## src/rtl/usb_pkt_fifo_pkg.sv

```systemverilog
// Shared types and helpers for the USB packet FIFO.
//   DefaultWidth / DefaultDepth : default data width and storage depth.
//   fifo_status_t               : grouped status flags of one FIFO instance.
//   ptr_diff                    : modulo pointer difference.
// Optional feature macro used by this block: USB_PKT_FIFO_SHOWAHEAD_EN.
package usb_fifo_pkg;

  localparam int unsigned DefaultWidth = 8;
  localparam int unsigned DefaultDepth = 64;

  typedef struct packed {
    logic wrfull;
    logic rdempty;
    logic overflow;
    logic underflow;
  } fifo_status_t;

  // Modulo difference a - b. Pointers are zero-extended into 32 bits by the caller and the result
  // is cast back to AW+1 bits, which yields the difference modulo 2^(AW+1).
  function automatic logic [31:0] ptr_diff(input logic [31:0] a, input logic [31:0] b);
    return a - b;
  endfunction

endpackage

```

## src/rtl/usb_pkt_fifo_if.sv

```systemverilog
// Bus interface of the USB packet FIFO.
//   master : endpoint/SIE side, drives write data, requests and packet controls.
//   slave  : FIFO side, returns read data, fill levels and status flags.
// Write : data, wrreq, wr_commit, wr_discard -> wrfull, wr_used
// Read  : rdreq, rd_commit, rd_rewind        -> q, rdempty, rd_avail
// Sticky: overflow, underflow
// Optional feature macro of the block: USB_PKT_FIFO_SHOWAHEAD_EN (no effect on this file).
interface usb_pkt_fifo_if #(
  parameter int unsigned WIDTH = usb_fifo_pkg::DefaultWidth,
  parameter int unsigned DEPTH = usb_fifo_pkg::DefaultDepth
);
  localparam int unsigned AW = $clog2(DEPTH);

  logic [WIDTH-1:0] data;
  logic             wrreq;
  logic             wr_commit;
  logic             wr_discard;
  logic             wrfull;
  logic [AW:0]      wr_used;
  logic [WIDTH-1:0] q;
  logic             rdreq;
  logic             rd_commit;
  logic             rd_rewind;
  logic             rdempty;
  logic [AW:0]      rd_avail;
  logic             overflow;
  logic             underflow;

  modport master (
    output data, wrreq, wr_commit, wr_discard, rdreq, rd_commit, rd_rewind,
    input  wrfull, wr_used, q, rdempty, rd_avail, overflow, underflow
  );

  modport slave (
    input  data, wrreq, wr_commit, wr_discard, rdreq, rd_commit, rd_rewind,
    output wrfull, wr_used, q, rdempty, rd_avail, overflow, underflow
  );

endinterface

```

## src/rtl/usb_pkt_fifo_ram.sv

```systemverilog
// Simple dual-port RAM for the USB packet FIFO: one write port, one read port.
// Ports:
//   clk, reset        : clock, synchronous active-high reset (clears the read register only)
//   i_we/i_waddr/i_wdata : write port
//   i_re/i_raddr/o_rdata : read port
// Macro USB_PKT_FIFO_SHOWAHEAD_EN: read port becomes combinational (o_rdata = mem[i_raddr]);
// otherwise o_rdata is registered and updates only when i_re is high.
module usb_fifo_ram #(
  parameter int unsigned WIDTH = 8,
  parameter int unsigned DEPTH = 64,
  parameter int unsigned AW    = $clog2(DEPTH)
) (
  input  logic             clk,
  input  logic             reset,
  input  logic             i_we,
  input  logic [AW-1:0]    i_waddr,
  input  logic [WIDTH-1:0] i_wdata,
  input  logic             i_re,
  input  logic [AW-1:0]    i_raddr,
  output logic [WIDTH-1:0] o_rdata
);

  // Storage is not reset: after reset every pointer is zero, so no stale word is reachable.
  logic [WIDTH-1:0] r_mem [DEPTH];

  always_ff @(posedge clk) begin
    if (i_we) begin
      r_mem[i_waddr] <= i_wdata;
    end
  end

`ifdef USB_PKT_FIFO_SHOWAHEAD_EN
  logic w_unused;
  assign w_unused = ^{i_re, reset};
  assign o_rdata  = r_mem[i_raddr];
`else
  logic [WIDTH-1:0] r_rdata;

  always_ff @(posedge clk) begin
    if (reset) begin
      r_rdata <= '0;
    end else if (i_re) begin
      r_rdata <= r_mem[i_raddr];
    end
  end

  assign o_rdata = r_rdata;
`endif

endmodule

```

## src/rtl/usb_pkt_fifo.sv

```systemverilog
// Single-clock packet FIFO between the USB SIE and endpoint logic.
// Writes are committed or discarded as whole packets; reads are committed or rewound as whole
// packets so an unacknowledged IN packet can be replayed.
// Ports:
//   clk   : clock, all logic on the rising edge
//   reset : synchronous, active-high; clears pointers, flags and q
//   bus   : usb_pkt_fifo_if.slave (data/wrreq/wr_commit/wr_discard, wrfull/wr_used,
//           q/rdreq/rd_commit/rd_rewind, rdempty/rd_avail, overflow/underflow)
// Parameters WIDTH/DEPTH must match those of the connected interface instance.
// Macro USB_PKT_FIFO_SHOWAHEAD_EN: show-ahead read (q = head word whenever not empty, rdreq
// acknowledges it). Default: registered read with one cycle of latency.
module usb_pkt_fifo #(
  parameter int unsigned WIDTH = usb_fifo_pkg::DefaultWidth,
  parameter int unsigned DEPTH = usb_fifo_pkg::DefaultDepth
) (
  input  logic          clk,
  input  logic          reset,
  usb_pkt_fifo_if.slave bus
);
  import usb_fifo_pkg::*;

  localparam int unsigned AW = $clog2(DEPTH);
  localparam int unsigned PW = AW + 1;

  if (DEPTH < 4 || (DEPTH & (DEPTH - 1)) != 0) begin : g_depth_check
    $error("usb_pkt_fifo: DEPTH must be a power of 2 and at least 4");
  end

  // Speculative and committed pointers for each side, one extra bit to tell full from empty.
  logic [AW:0] r_wp, r_wp_c, r_rp, r_rp_c;
  logic [AW:0] w_wp_nxt, w_wp_c_nxt, w_rp_nxt, w_rp_c_nxt;
  logic        r_overflow, r_underflow;
  logic        w_overflow_nxt, w_underflow_nxt;

  logic [AW:0]      w_wr_used;
  logic [AW:0]      w_rd_avail;
  logic             w_wr_acc;
  logic             w_rd_acc;
  logic [WIDTH-1:0] w_ram_rdata;
  fifo_status_t     w_status;

  // Space is counted against the committed read pointer so words read but not yet acknowledged
  // stay protected from overwrite until rd_commit.
  assign w_wr_used  = PW'(ptr_diff(32'(r_wp), 32'(r_rp_c)));
  assign w_rd_avail = PW'(ptr_diff(32'(r_wp_c), 32'(r_rp)));

  always_comb begin
    w_status           = '0;
    w_status.wrfull    = (w_wr_used == PW'(DEPTH));
    w_status.rdempty   = (r_rp == r_wp_c);
    w_status.overflow  = r_overflow;
    w_status.underflow = r_underflow;
  end

  assign w_wr_acc = bus.wrreq && !w_status.wrfull;
  // A rewind takes priority: a read requested in the same cycle is not performed.
  assign w_rd_acc = bus.rdreq && !w_status.rdempty && !bus.rd_rewind;

  always_comb begin
    w_wp_nxt        = r_wp;
    w_wp_c_nxt      = r_wp_c;
    w_rp_nxt        = r_rp;
    w_rp_c_nxt      = r_rp_c;
    w_overflow_nxt  = r_overflow  | (bus.wrreq & w_status.wrfull);
    w_underflow_nxt = r_underflow | (bus.rdreq & w_status.rdempty);

    // Discard beats commit and also drops a word accepted in the same cycle.
    if (bus.wr_discard) begin
      w_wp_nxt = r_wp_c;
    end else begin
      w_wp_nxt = r_wp + PW'(w_wr_acc);
      if (bus.wr_commit) begin
        w_wp_c_nxt = r_wp + PW'(w_wr_acc);
      end
    end

    if (bus.rd_rewind) begin
      w_rp_nxt = r_rp_c;
    end else begin
      w_rp_nxt = r_rp + PW'(w_rd_acc);
      if (bus.rd_commit) begin
        w_rp_c_nxt = r_rp + PW'(w_rd_acc);
      end
    end
  end

  always_ff @(posedge clk) begin
    if (reset) begin
      r_wp        <= '0;
      r_wp_c      <= '0;
      r_rp        <= '0;
      r_rp_c      <= '0;
      r_overflow  <= 1'b0;
      r_underflow <= 1'b0;
    end else begin
      r_wp        <= w_wp_nxt;
      r_wp_c      <= w_wp_c_nxt;
      r_rp        <= w_rp_nxt;
      r_rp_c      <= w_rp_c_nxt;
      r_overflow  <= w_overflow_nxt;
      r_underflow <= w_underflow_nxt;
    end
  end

  // The written slot is always free (not full), so writing even when discarding is harmless.
  usb_fifo_ram #(
    .WIDTH (WIDTH),
    .DEPTH (DEPTH),
    .AW    (AW)
  ) u_ram (
    .clk     (clk),
    .reset   (reset),
    .i_we    (w_wr_acc),
    .i_waddr (r_wp[AW-1:0]),
    .i_wdata (bus.data),
    .i_re    (w_rd_acc),
    .i_raddr (r_rp[AW-1:0]),
    .o_rdata (w_ram_rdata)
  );

`ifdef USB_PKT_FIFO_SHOWAHEAD_EN
  assign bus.q = w_status.rdempty ? '0 : w_ram_rdata;
`else
  assign bus.q = w_ram_rdata;
`endif

  assign bus.wrfull    = w_status.wrfull;
  assign bus.rdempty   = w_status.rdempty;
  assign bus.overflow  = w_status.overflow;
  assign bus.underflow = w_status.underflow;
  assign bus.wr_used   = w_wr_used;
  assign bus.rd_avail  = w_rd_avail;

endmodule
```

## src/flat_wrapper.sv

```systemverilog
// flat-port wrapper written by rule: the top's interface ports become plain ports
module usb_pkt_fifo_flat import usb_fifo_pkg::*;
#(
  parameter int unsigned WIDTH = usb_fifo_pkg::DefaultWidth,
  parameter int unsigned DEPTH = usb_fifo_pkg::DefaultDepth
)
  (clk, reset, bus_data, bus_wrreq, bus_wr_commit, bus_wr_discard, bus_rdreq, bus_rd_commit, bus_rd_rewind, bus_wrfull, bus_wr_used, bus_q, bus_rdempty, bus_rd_avail, bus_overflow, bus_underflow);
  usb_pkt_fifo_if #(.WIDTH(WIDTH), .DEPTH(DEPTH)) bus_i ();
  input  logic clk;
  input  logic reset;
  input wire logic [$bits(bus_i.data)-1:0] bus_data;
  input wire logic [$bits(bus_i.wrreq)-1:0] bus_wrreq;
  input wire logic [$bits(bus_i.wr_commit)-1:0] bus_wr_commit;
  input wire logic [$bits(bus_i.wr_discard)-1:0] bus_wr_discard;
  input wire logic [$bits(bus_i.rdreq)-1:0] bus_rdreq;
  input wire logic [$bits(bus_i.rd_commit)-1:0] bus_rd_commit;
  input wire logic [$bits(bus_i.rd_rewind)-1:0] bus_rd_rewind;
  output wire logic [$bits(bus_i.wrfull)-1:0] bus_wrfull;
  output wire logic [$bits(bus_i.wr_used)-1:0] bus_wr_used;
  output wire logic [$bits(bus_i.q)-1:0] bus_q;
  output wire logic [$bits(bus_i.rdempty)-1:0] bus_rdempty;
  output wire logic [$bits(bus_i.rd_avail)-1:0] bus_rd_avail;
  output wire logic [$bits(bus_i.overflow)-1:0] bus_overflow;
  output wire logic [$bits(bus_i.underflow)-1:0] bus_underflow;
  assign bus_i.data = bus_data;
  assign bus_i.wrreq = bus_wrreq;
  assign bus_i.wr_commit = bus_wr_commit;
  assign bus_i.wr_discard = bus_wr_discard;
  assign bus_i.rdreq = bus_rdreq;
  assign bus_i.rd_commit = bus_rd_commit;
  assign bus_i.rd_rewind = bus_rd_rewind;
  assign bus_wrfull = bus_i.wrfull;
  assign bus_wr_used = bus_i.wr_used;
  assign bus_q = bus_i.q;
  assign bus_rdempty = bus_i.rdempty;
  assign bus_rd_avail = bus_i.rd_avail;
  assign bus_overflow = bus_i.overflow;
  assign bus_underflow = bus_i.underflow;
  usb_pkt_fifo #(.WIDTH(WIDTH), .DEPTH(DEPTH)) u_core (.clk(clk), .reset(reset), .bus(bus_i));
endmodule
```

## config.mk

```make
export PLATFORM = sky130hd
export DESIGN_NAME = usb_pkt_fifo_flat
export DESIGN_NICKNAME = d
export VERILOG_FILES = /design/src/rtl/usb_pkt_fifo_pkg.sv /design/src/rtl/usb_pkt_fifo_if.sv /design/src/rtl/usb_pkt_fifo_ram.sv /design/src/rtl/usb_pkt_fifo.sv /design/src/flat_wrapper.sv
export SDC_FILE = /design/constraint.sdc
export NUM_CORES = 1
export LEC_CHECK = 0
export ABC_AREA = 1
export CAP_MARGIN = 20
export CORE_ASPECT_RATIO = 1.1
export CORE_MARGIN = 2
export CORE_UTILIZATION = 35
export DETAILED_ROUTE_END_ITERATION = 6
export PLACE_DENSITY = 0.62
export SLEW_MARGIN = 40
export SYNTH_ARGS = -nofsm -noshare
export SYNTH_HDL_FRONTEND = slang
export SYNTH_HIERARCHICAL = 1
export SYNTH_SLANG_ARGS = --single-unit
```

## constraint.sdc

```tcl
create_clock -name clk -period 4.4 [get_ports clk]
set_input_delay 0.88 -clock clk [delete_from_list [all_inputs] [get_ports clk]]
set_output_delay 0.88 -clock clk [all_outputs]
set_load 0.01 [all_outputs]
```

==> results by group <==
Status
  – Outcome: finished clean

Yosys
  – Cell Area, Synth: 0.0232 sq mm
  – Mapped Avg Cell Area: 11.2 sq um
  – Most numerous cell in the Yosys netlist: nand2_1
  – Yosys top cell area share: 66.4%
  – Post-Synth XOR/XNOR Area: 0.643%
  – Top cells by area, synth: edfxtp_1 (66%), nand3_1 (11%), nand2_1 (9.9%), dfxtp_1 (3.3%), nor2_1 (1.4%)
  – Synth Register Bits: 550
  – Post-synthesis adder-cell area fraction: 1.04%
  – Register area share after synthesis: 69.6%
  – Mux share of post-synthesis cell area: 0%
  – Post-synthesis compound-gate area fraction: 1.34%
  – Cell count after synthesis: 2,073
  – EDFF count, synth: 512
  – Ys async rst share: 0%
  – Synth top cells by count: nand2_1 (613), edfxtp_1 (512), nand3_1 (489), nor2_1 (86), inv_1 (76)
  – Synth Flop Type: edfxtp_1
  – Mapped Nets: 2,107
  – Simple-Gate Fraction of Synth Area: 23.0%
  – Synth warnings: 6
  – Synth unique cells: 37
  – Largest family of logic cells by synthesized area: simple AND/OR/NAND/NOR gates
  – Cell taking the most area after synthesis: edfxtp_1

Global route
  – GR Overflow Total: 0
  – Antenna violations before repair: 0
  – Vias in the first global route: 15,700
  – Largest net degree at the start of global routing: 121
  – Most Crowded Layer GR: met2
  – Gr usage total: 17.6%
  – Met2 Track Usage GR: 28.4%
  – Met3 Track Usage GR: 2.91%
  – Global-route wire length before repair: 92.6 mm
  – GR Util met1: 23.7%

STA
  – Fin crit share: 90.1%
  – # setup viols final: 0
  – Worst-Margin Slew: 0.823 ns
  – Hold_ws: 0.469 ns
  – Max-slew violations: 0
  – Worst Skew: 0.0104 ns
  – Setup_tns: 0 ns
  – Worst rel slew slack: 45.1%
  – RSZ-0062 raised after global routing: no
  – Min Clock Period, post-route: 3.96 ns
  – Final hold viol count: 0
  – Fmax: 252 MHz
  – Crit path setup slack, layout: 0.437 ns

Final layout
  – Fin area: 0.0266 sq mm
  – Antenna Cells: 0
  – Fin nets: 2,169
  – Area grow syn2layout: 14.7%
  – Layout cells sized above 1: 9.35%

Clock network
  – Root buf cell: clkbuf_16
  – Worst-Skew Late Latency: 0.61 ns
  – Clock Sinks: 550
  – CTS max path bufs: 3
  – CTS buffer count: 57
  – TritonCTS clock tree: done
  – Post-CTS Resized: 0
  – Post-CTS setup buffer count: 0
  – # H-tree levels: 2
  – Post-CTS Hold Buffers: 0
  – CTS clk-pin slew, worst paths: 0.06 ns

Worst setup path
  – CP Class: reg -> out
  – Delay-heaviest family, CP: buffers and inverters
  – Crit. End Element: output pin
  – Startpoint types: flop
  – FF-to-FF End: u_core/u_ram/r_mem[24][1]
  – Crit-path slowest cell: dfxtp_1
  – Worst r2r src: u_core/r_wp[0]
  – Worst r2r path cells: 15
  – CP Buf/Inv Count: 4
  – Crit path largest cell delay: 0.54 ns
  – Cell depth of the worst setup path: 11
  – Crit path required time: 3.52 ns
  – CP arrival: 3.08 ns
  – Flop-to-flop setup slack: 0.88 ns
  – Critical-path cell list: inv_1 -> ha_1 -> fa_1 -> inv_1 -> nand3_1 -> nand3_1 -> nand2_1 -> nor2_2 -> nand3_1 -> inv_1 -> clkdlybuf4s50_1
  – CP Max Fanout: 11
  – CP Capture Point: bus_wrfull
  – Worst setup startpoint: u_core/r_wp[0]

Job
  – MaxCap Viol Count: 0

Floorplanning
  – Initial core utilization: 35.5%
  – Die ar.: 0.0683 sq mm
  – Core area: 0.0652 sq mm
  – Die Ht: 274 microns
  – Die Width: 249 microns
  – Top Ports: 42
  – Row cnt: 98

Routing
  – DRC viols: 0
  – Via Count: 15,700
  – Drt total wl: 60.2 mm
  – Violation count after the first detailed-route iteration: 1,592
  – Avg Vias per Cell: 5.19
  – Pre-antenna DRT Iters: 6
  – Antenna viol nets, final: 0
  – Routed wire per std cell: 19.8 microns

Placement
  – Port bufs: 41
  – Placed Area: 0.0246 sq mm
  – RD Place Congestion: 0.874
  – HPWL after DPL: 36.9 mm
  – Placement Setup Slack: 0.878 ns

Power
  – Worst VDD drop: 338 uV
  – Power Total: 0.0118 W
  – Pwr dens: 445 mW/mm^2
  – Leakage: 9.73 nW

Hold path
  – Hold Path Class: reg -> reg
-- cell usage in the layout, fill, tap and decap left out, drive strengths merged, types with 12 or more instances in the layout --
master and count:
o21ai 26, buf 92, inv 86, clkbuf 67
ha 16, a21oi 33, clkdlybuf4s50 33, nand3 491
edfxtp 512, nand2 616, clkinv 23, xor2 15
nand4 12, nor2 87, dfxtp 38
-- metrics by stage --
| step | instances | util (%) |
|---|---|---|
| finish | 3032 | 40.7 |
| global route | 3032 | 40.7 |
| CTS | 3032 | 40.7 |
| detailed placement | 2926 | 37.8 |
| global placement | 2924 | 37.7 |
| floorplan | 2073 | - |
-- how the worst min path moves through the flow --
stage,from,to,cells after the start
after global routing,u_core/bus.overflow,u_core/bus.overflow,2
after detailed placement,u_core/bus.overflow,u_core/bus.overflow,2
final,u_core/bus.overflow,u_core/bus.overflow,2
after global placement,u_core/bus.underflow,u_core/bus.underflow,2
after floorplan,u_core/r_rp_c[0],u_core/r_rp_c[0],2
after CTS,u_core/bus.overflow,u_core/bus.overflow,2
-- metal layers --
metal  vias up  wire (microns)
met5         -               0
met1      7597           25800
met4         0            1990
met2       658           27800
met3       124            4540
li1       7353               -
-- area by class of cell --
cell class	count	area (sq um)
fillers	6143	38700
flip-flops and latches	550	16100
multi-input cells	1318	6030
clock buffers	67	1500
repair buffers	125	1090
well taps	850	1060
clock inverters	39	425
inverters	83	324
-- power by group --
| part | internal [W] | switching [W] |
|---|---|---|
| Combinational | 0.000342 | 0.000767 |
| Sequential | 0.00576 | 0.0000362 |
| Clock | 0.00292 | 0.00202 |
| Total | 0.00902 | 0.00282 |
-- flip-flops by register name, indices dropped and copies added, names as in the netlist --
register              count
u_core/u_ram/r_mem      512
u_core/u_ram/o_rdata      8
u_core/r_rp               7
u_core/r_rp_c             7
u_core/r_wp               7
u_core/r_wp_c             7
u_core/bus.overflow       1
u_core/bus.underflow      1
-- cells by family (layout without fill, tap and decap cells) --
logic type,Yosys count,in the layout
compound gates,61,61
flops,550,550
simple gates,1222,1222
xor+xnor,17,17
buf+inv,205,314
fa+ha+maj,18,18
-- worst register-to-register path, delay by kind of cell, from the launching register on --
kind	cells	cell delay, ns
and+or+nand+nor	9	1.31
buffers and inverters	4	0.65
adders and majority gates	2	0.65
DFF	1	0.54
(Power assumes the default switching activity.)
